**config.mk**
```make
export PLATFORM = sky130hd
export DESIGN_NAME = trng_sched
export DESIGN_NICKNAME = d
export VERILOG_FILES = /design/src/rtl/trng_sched.sv
export SDC_FILE = /design/constraint.sdc
export NUM_CORES = 1
export LEC_CHECK = 0
export BUFFER_PORTS_ARGS = -buffer_cell sky130_fd_sc_hd__buf_2
export CAP_MARGIN = 5
export CELL_PAD_IN_SITES_DETAIL_PLACEMENT = 1
export CELL_PAD_IN_SITES_GLOBAL_PLACEMENT = 2
export CORE_AREA = 2 2 81 83
export CTS_CLUSTER_SIZE = 24
export DETAILED_ROUTE_END_ITERATION = 16
export DIE_AREA = 0 0 83 85
export PLACE_DENSITY = 0.87
export SETUP_SLACK_MARGIN = 0.2
export SLEW_MARGIN = 20
export SYNTH_ARGS = -nofsm -noshare
export SYNTH_HDL_FRONTEND = slang
export SYNTH_SLANG_ARGS = --single-unit
```
**constraint.sdc**
```tcl
create_clock -name clk -period 2.53 [get_ports clk]
set_input_delay 0.506 -clock clk [delete_from_list [all_inputs] [get_ports clk]]
set_output_delay 0.506 -clock clk [all_outputs]
set_load 0.05 [all_outputs]
```
**src/rtl/trng_sched.sv**
```systemverilog
// trng_sched: discards TRNG warm-up bits, packs words and hands them out round-robin.
// Optional repetition-count health test is compiled in with TRNG_SCHED_HEALTH_EN.
module trng_sched #(
    parameter int NREQ        = 4,
    parameter int WORD_W      = 16,
    parameter int WARMUP_BITS = 64,
    parameter int RCT_LIMIT   = 32
) (
    input  logic              clk,
    input  logic              reset,
    input  logic              bit_in,
    input  logic              bit_valid,
    input  logic [NREQ-1:0]   req,
    input  logic [NREQ-1:0]   ack,
    input  logic              clear_fail,
    output logic [NREQ-1:0]   gnt,
    output logic [WORD_W-1:0] word_out,
    output logic              word_valid,
    output logic              fail
);
    localparam int CNT_MAX = (WARMUP_BITS > WORD_W) ? WARMUP_BITS : WORD_W;
    localparam int CW      = $clog2(CNT_MAX + 1);
    localparam int IW      = (NREQ > 1) ? $clog2(NREQ) : 1;
    localparam logic [CW-1:0] WARM_LAST = CW'(WARMUP_BITS - 1);
    localparam logic [CW-1:0] WORD_LAST = CW'(WORD_W - 1);
    localparam logic [IW-1:0] LAST_INIT = IW'(NREQ - 1);

    typedef enum logic [2:0] {WARMUP, COLLECT, ARB, DELIVER, FAIL} state_t;

    state_t            state;
    logic [CW-1:0]     cnt;
    logic [WORD_W-1:0] shreg;
    logic [IW-1:0]     last;
    logic [IW-1:0]     pick;
    logic [IW-1:0]     scan_idx;
    logic              found;
    logic              trip;

    // First requester at or after last+1, wrapping.
    always_comb begin
        pick     = last;
        found    = 1'b0;
        scan_idx = '0;
        for (int i = 1; i <= NREQ; i++) begin
            scan_idx = IW'((int'(last) + i) % NREQ);
            if (!found && req[scan_idx]) begin
                pick  = scan_idx;
                found = 1'b1;
            end
        end
    end

`ifdef TRNG_SCHED_HEALTH_EN
    localparam int RW = $clog2(RCT_LIMIT + 1);
    localparam logic [RW-1:0] RUN_LIMIT = RW'(RCT_LIMIT);

    logic [RW-1:0] run;
    logic [RW-1:0] run_nxt;
    logic          prev;

    always_comb begin
        run_nxt = run;
        if (run == '0 || bit_in != prev)
            run_nxt = RW'(1);
        else if (run != '1)
            run_nxt = run + 1'b1;
    end

    assign trip = bit_valid && (state != FAIL) && (run_nxt >= RUN_LIMIT);

    always_ff @(posedge clk) begin
        if (!reset) begin
            run  <= '0;
            prev <= 1'b0;
        end else if (state == FAIL) begin
            if (clear_fail)
                run <= '0;
        end else if (bit_valid) begin
            run  <= run_nxt;
            prev <= bit_in;
        end
    end
`else
    logic unused_health;
    assign unused_health = clear_fail | (RCT_LIMIT < 2);
    assign trip = 1'b0;
    assign fail = 1'b0;
`endif

    always_ff @(posedge clk) begin
        if (!reset) begin
            state      <= WARMUP;
            cnt        <= '0;
            shreg      <= '0;
            last       <= LAST_INIT;
            gnt        <= '0;
            word_out   <= '0;
            word_valid <= 1'b0;
`ifdef TRNG_SCHED_HEALTH_EN
            fail       <= 1'b0;
`endif
        end else if (trip) begin
            // A trip overrides whatever the current state would do, including an ack.
            state      <= FAIL;
            cnt        <= '0;
            gnt        <= '0;
            word_valid <= 1'b0;
`ifdef TRNG_SCHED_HEALTH_EN
            fail       <= 1'b1;
`endif
        end else begin
            case (state)
                WARMUP: if (bit_valid) begin
                    if (cnt == WARM_LAST) begin
                        cnt   <= '0;
                        state <= COLLECT;
                    end else begin
                        cnt <= cnt + 1'b1;
                    end
                end
                COLLECT: if (bit_valid) begin
                    shreg <= {shreg[WORD_W-2:0], bit_in};
                    if (cnt == WORD_LAST) begin
                        cnt   <= '0;
                        state <= ARB;
                    end else begin
                        cnt <= cnt + 1'b1;
                    end
                end
                ARB: if (|req) begin
                    gnt        <= NREQ'(1) << pick;
                    word_out   <= shreg;
                    word_valid <= 1'b1;
                    last       <= pick;
                    state      <= DELIVER;
                end
                DELIVER: begin
                    if (ack[last]) begin
                        gnt        <= '0;
                        word_valid <= 1'b0;
                        cnt        <= '0;
                        state      <= COLLECT;
                    end else if (!req[last]) begin
                        gnt        <= '0;
                        word_valid <= 1'b0;
                        state      <= ARB;
                    end
                end
                FAIL: begin
`ifdef TRNG_SCHED_HEALTH_EN
                    if (clear_fail) begin
                        fail  <= 1'b0;
                        cnt   <= '0;
                        state <= WARMUP;
                    end
`else
                    state <= WARMUP;
`endif
                end
                default: state <= WARMUP;
            endcase
        end
    end
endmodule

```
==> metrics.csv <==
stage,metric,value,unit
run_status,status,finished clean,
floorplanning,Site Rows,29,
power,static leakage,0.917,nW
power,sequential power share,0.587,
clock_tree,PostCTS Resize Cnt,0,
routing,routed via count,1830,
grt,vias in the first global route,1704,
floorplanning,Core Region,6200,µm²
grt,grt ovf,0,
clock_tree,root buf cell,clkbuf_8,
power,Internal,0.00100,W
clock_tree,worst skew pair latency,0.30,ns
yosys,yosys warns,0,
yosys,Post-Syn Area,2090,µm²
power,switching pwr,0.000291,W
placement,hpwl dp,3330,µm
worst_setup_path,crit path kind,flop to flop,
yosys,"Primary FF master, synth",dfxtp_1,
power,Clock power frac,0.364,
routing,total wire length,4760,µm
worst_setup_path,WP data required,2.73,ns
yosys,part of the Yosys area used for sequential elements,0.460,
yosys,Synth Area per Inst,8.39,µm²
power,Power Density,545,nW/µm²
sta,Slew @ Worst Pin,0.554,ns
yosys,Async SR Flop Fraction,0,
power,proportion of power drawn by combinational gates,0.049,
routing,routed length per instance,13.4,µm
power,worst vdd ir,248,µV
finish,Antenna diodes,0,
routing,via/cell ratio,5.17,
floorplanning,I/O Pins,35,
power,Net Sw Frac,0.225,
yosys,Yosys reg bits,48,
routing,Antenna Nets Post-Route,0,
clock_tree,number of post-CTS setup repair buffers,0,
sta,Pins Over Slew Limit,0,
clock_tree,CTS H-tree lvls,2,
clock_tree,"CTS clk-pin slew, worst paths",0.09,ns
routing,Remaining DRCs,0,
clock_tree,total CTS buffers,5,
yosys,Mapped Cells,249,
sta,relative slew slack,0.630,
clock_tree,CTS tree,done,
yosys,number of synthesized flops with an enable pin,0,
sta,setup total negative slack,0,ns
grt,largest net degree at the start of global routing,21,
worst_setup_path,worst-path maximum fanout,12,
finish,Nets,290,
sta,Fin. Hold Viols,0,
worst_setup_path,Worst R2R Path Depth,4,
placement,I/O Buffers,32,
sta,clk_skew,0.00953,ns
worst_setup_path,CP arrival,2.02,ns
sta,Fmax,549,MHz
placement,routability cong.,0.739,
grt,initial antenna violation count,0,
clock_tree,clk buf depth,2,
routing,drt initial violations,80,
floorplanning,Initial Util,0.337,
floorplanning,Die Y-Extent,85,µm
sta,RSZ-0062 raised after global routing,false,
clock_tree,Clock Sinks,48,
yosys,syn nets,263,
sta,Final period util,0.720,
worst_setup_path,CP Launch Type,flop,
grt,all-layer global routing usage,0.141,
floorplanning,Die Wd,83,µm
finish,proportion of layout cells with a drive suffix above 1,0.195,
floorplanning,full die area,7060,µm²
yosys,Yosys cell types,46,
sta,Tmin final,1.82,ns
sta,Final setup viols,0,
run,max_cap viols,0,
worst_hold_path,Worst Hold Class,input pin to flop,
finish,"Area growth, synth to finish",13.7,%
worst_setup_path,CP Capture Type,flop,
worst_hold_path,Hold Crit Depth,3,
routing,drt pass-1 iters,4,
grt,first-pass GRT wire length,8270,µm
sta,final hold slack,0.454,ns
clock_tree,"Hold-fix buffers, CTS",0,
## sequential cells by signal, indices dropped and copies added (netlist names)
register,flops
cnt,7
word_valid,1
shreg,16
last,2
word_out,16
gnt,4
state,2
## cell type report
type / instances / area, µm²
multi-input combinational: 182 / 1030
clock buffer: 8 / 90.1
sequential: 48 / 961
tap: 77 / 96.3
timing repair buffer: 35 / 183
fill: 752 / 3830
inverter: 4 / 15.0
## cells in the final DEF, fill, tap and decap left out, drive strengths merged, types with 3 or more instances in the layout
cell,count
and3,3
o31ai,4
inv,4
nand3b,4
nor3,3
and2,3
nand2b,5
clkbuf,8
o21ai,3
a22o,4
nand2,74
a21oi,37
buf,35
nor2,7
a32o,5
dfxtp,48
## critical path, stage by stage, from the launching register on
cell and delay [ns]:
dfxtp_1 0.55, or3b_4 0.45, a211oi_4 0.36, o31ai_1 0.13, a22o_1 0.24
## kinds of logic after synthesis
group	after synthesis	synth area share
adder cells (fa/ha/maj)	1	0.00599
flip-flops	48	0.460
other	1	0.00179
buffers and inverters	19	0.0467
AO/OA/AOI/OAI	66	0.212
AND/OR/NAND/NOR	111	0.247
multiplexers	3	0.0263
## path summary, 6_finish.rpt
kind                              startpoint      endpoint  slack, ns
worst min register to register  word_out[13]  word_out[13]       0.45
worst min-delay path                  bit_in      shreg[0]       0.45
worst max register to register      state[0]        cnt[6]       0.71
worst max-delay path                state[0]        cnt[6]       0.71
## per-layer routing
metal	GRT usage	up-vias	part of all wire
met4	0.0492	0	0.015
met3	0.0331	5	0.037
li1	-	912	-
met1	0.194	884	0.49
met5	0	-	0
met2	0.218	29	0.46
## power by group through the flow
| stage | registers (W) | clock network (W) | logic (W) |
|---|---|---|---|
| after floorplan | 0.000778 | 0 | 0.0000420 |
| after global placement | 0.000778 | 0 | 0.0000630 |
| after detailed placement | 0.000778 | 0 | 0.0000647 |
| after CTS | 0.000761 | 0.000488 | 0.0000649 |
| after global routing | 0.000762 | 0.000528 | 0.0000714 |
| final | 0.000761 | 0.000472 | 0.0000638 |
## through the flow
step | setup slack [ns] | std cells | instance area (µm²) | utilization | power (W)
final | 0.707 | 354 | 2380 | 0.383 | 0.00130
after global routing | 0.611 | 354 | 2380 | 0.383 | 0.00136
after CTS | 0.704 | 354 | 2380 | 0.383 | 0.00131
after detailed placement | 0.650 | 346 | 2290 | 0.368 | 0.000843
after global placement | 0.660 | 346 | 2290 | 0.368 | 0.000841
after floorplan | 0.784 | 249 | 2090 | - | 0.000820
## cell usage after synthesis (all sizes together) (3+ instances only)
master  number  area share
a21oi       37       0.089
a22o         4       0.017
a32o         5       0.024
and2         3       0.010
and3         3      0.0090
buf          8       0.026
clkbuf       7       0.013
dfxtp       48        0.46
inv          4      0.0072
nand2       74        0.13
nand2b       5       0.015
nand3b       4       0.014
nor2         7       0.014
nor3         3      0.0072
o21ai        3      0.0072
o31ai        4       0.014
No activity file was read; power rests on OpenSTA's default activity.
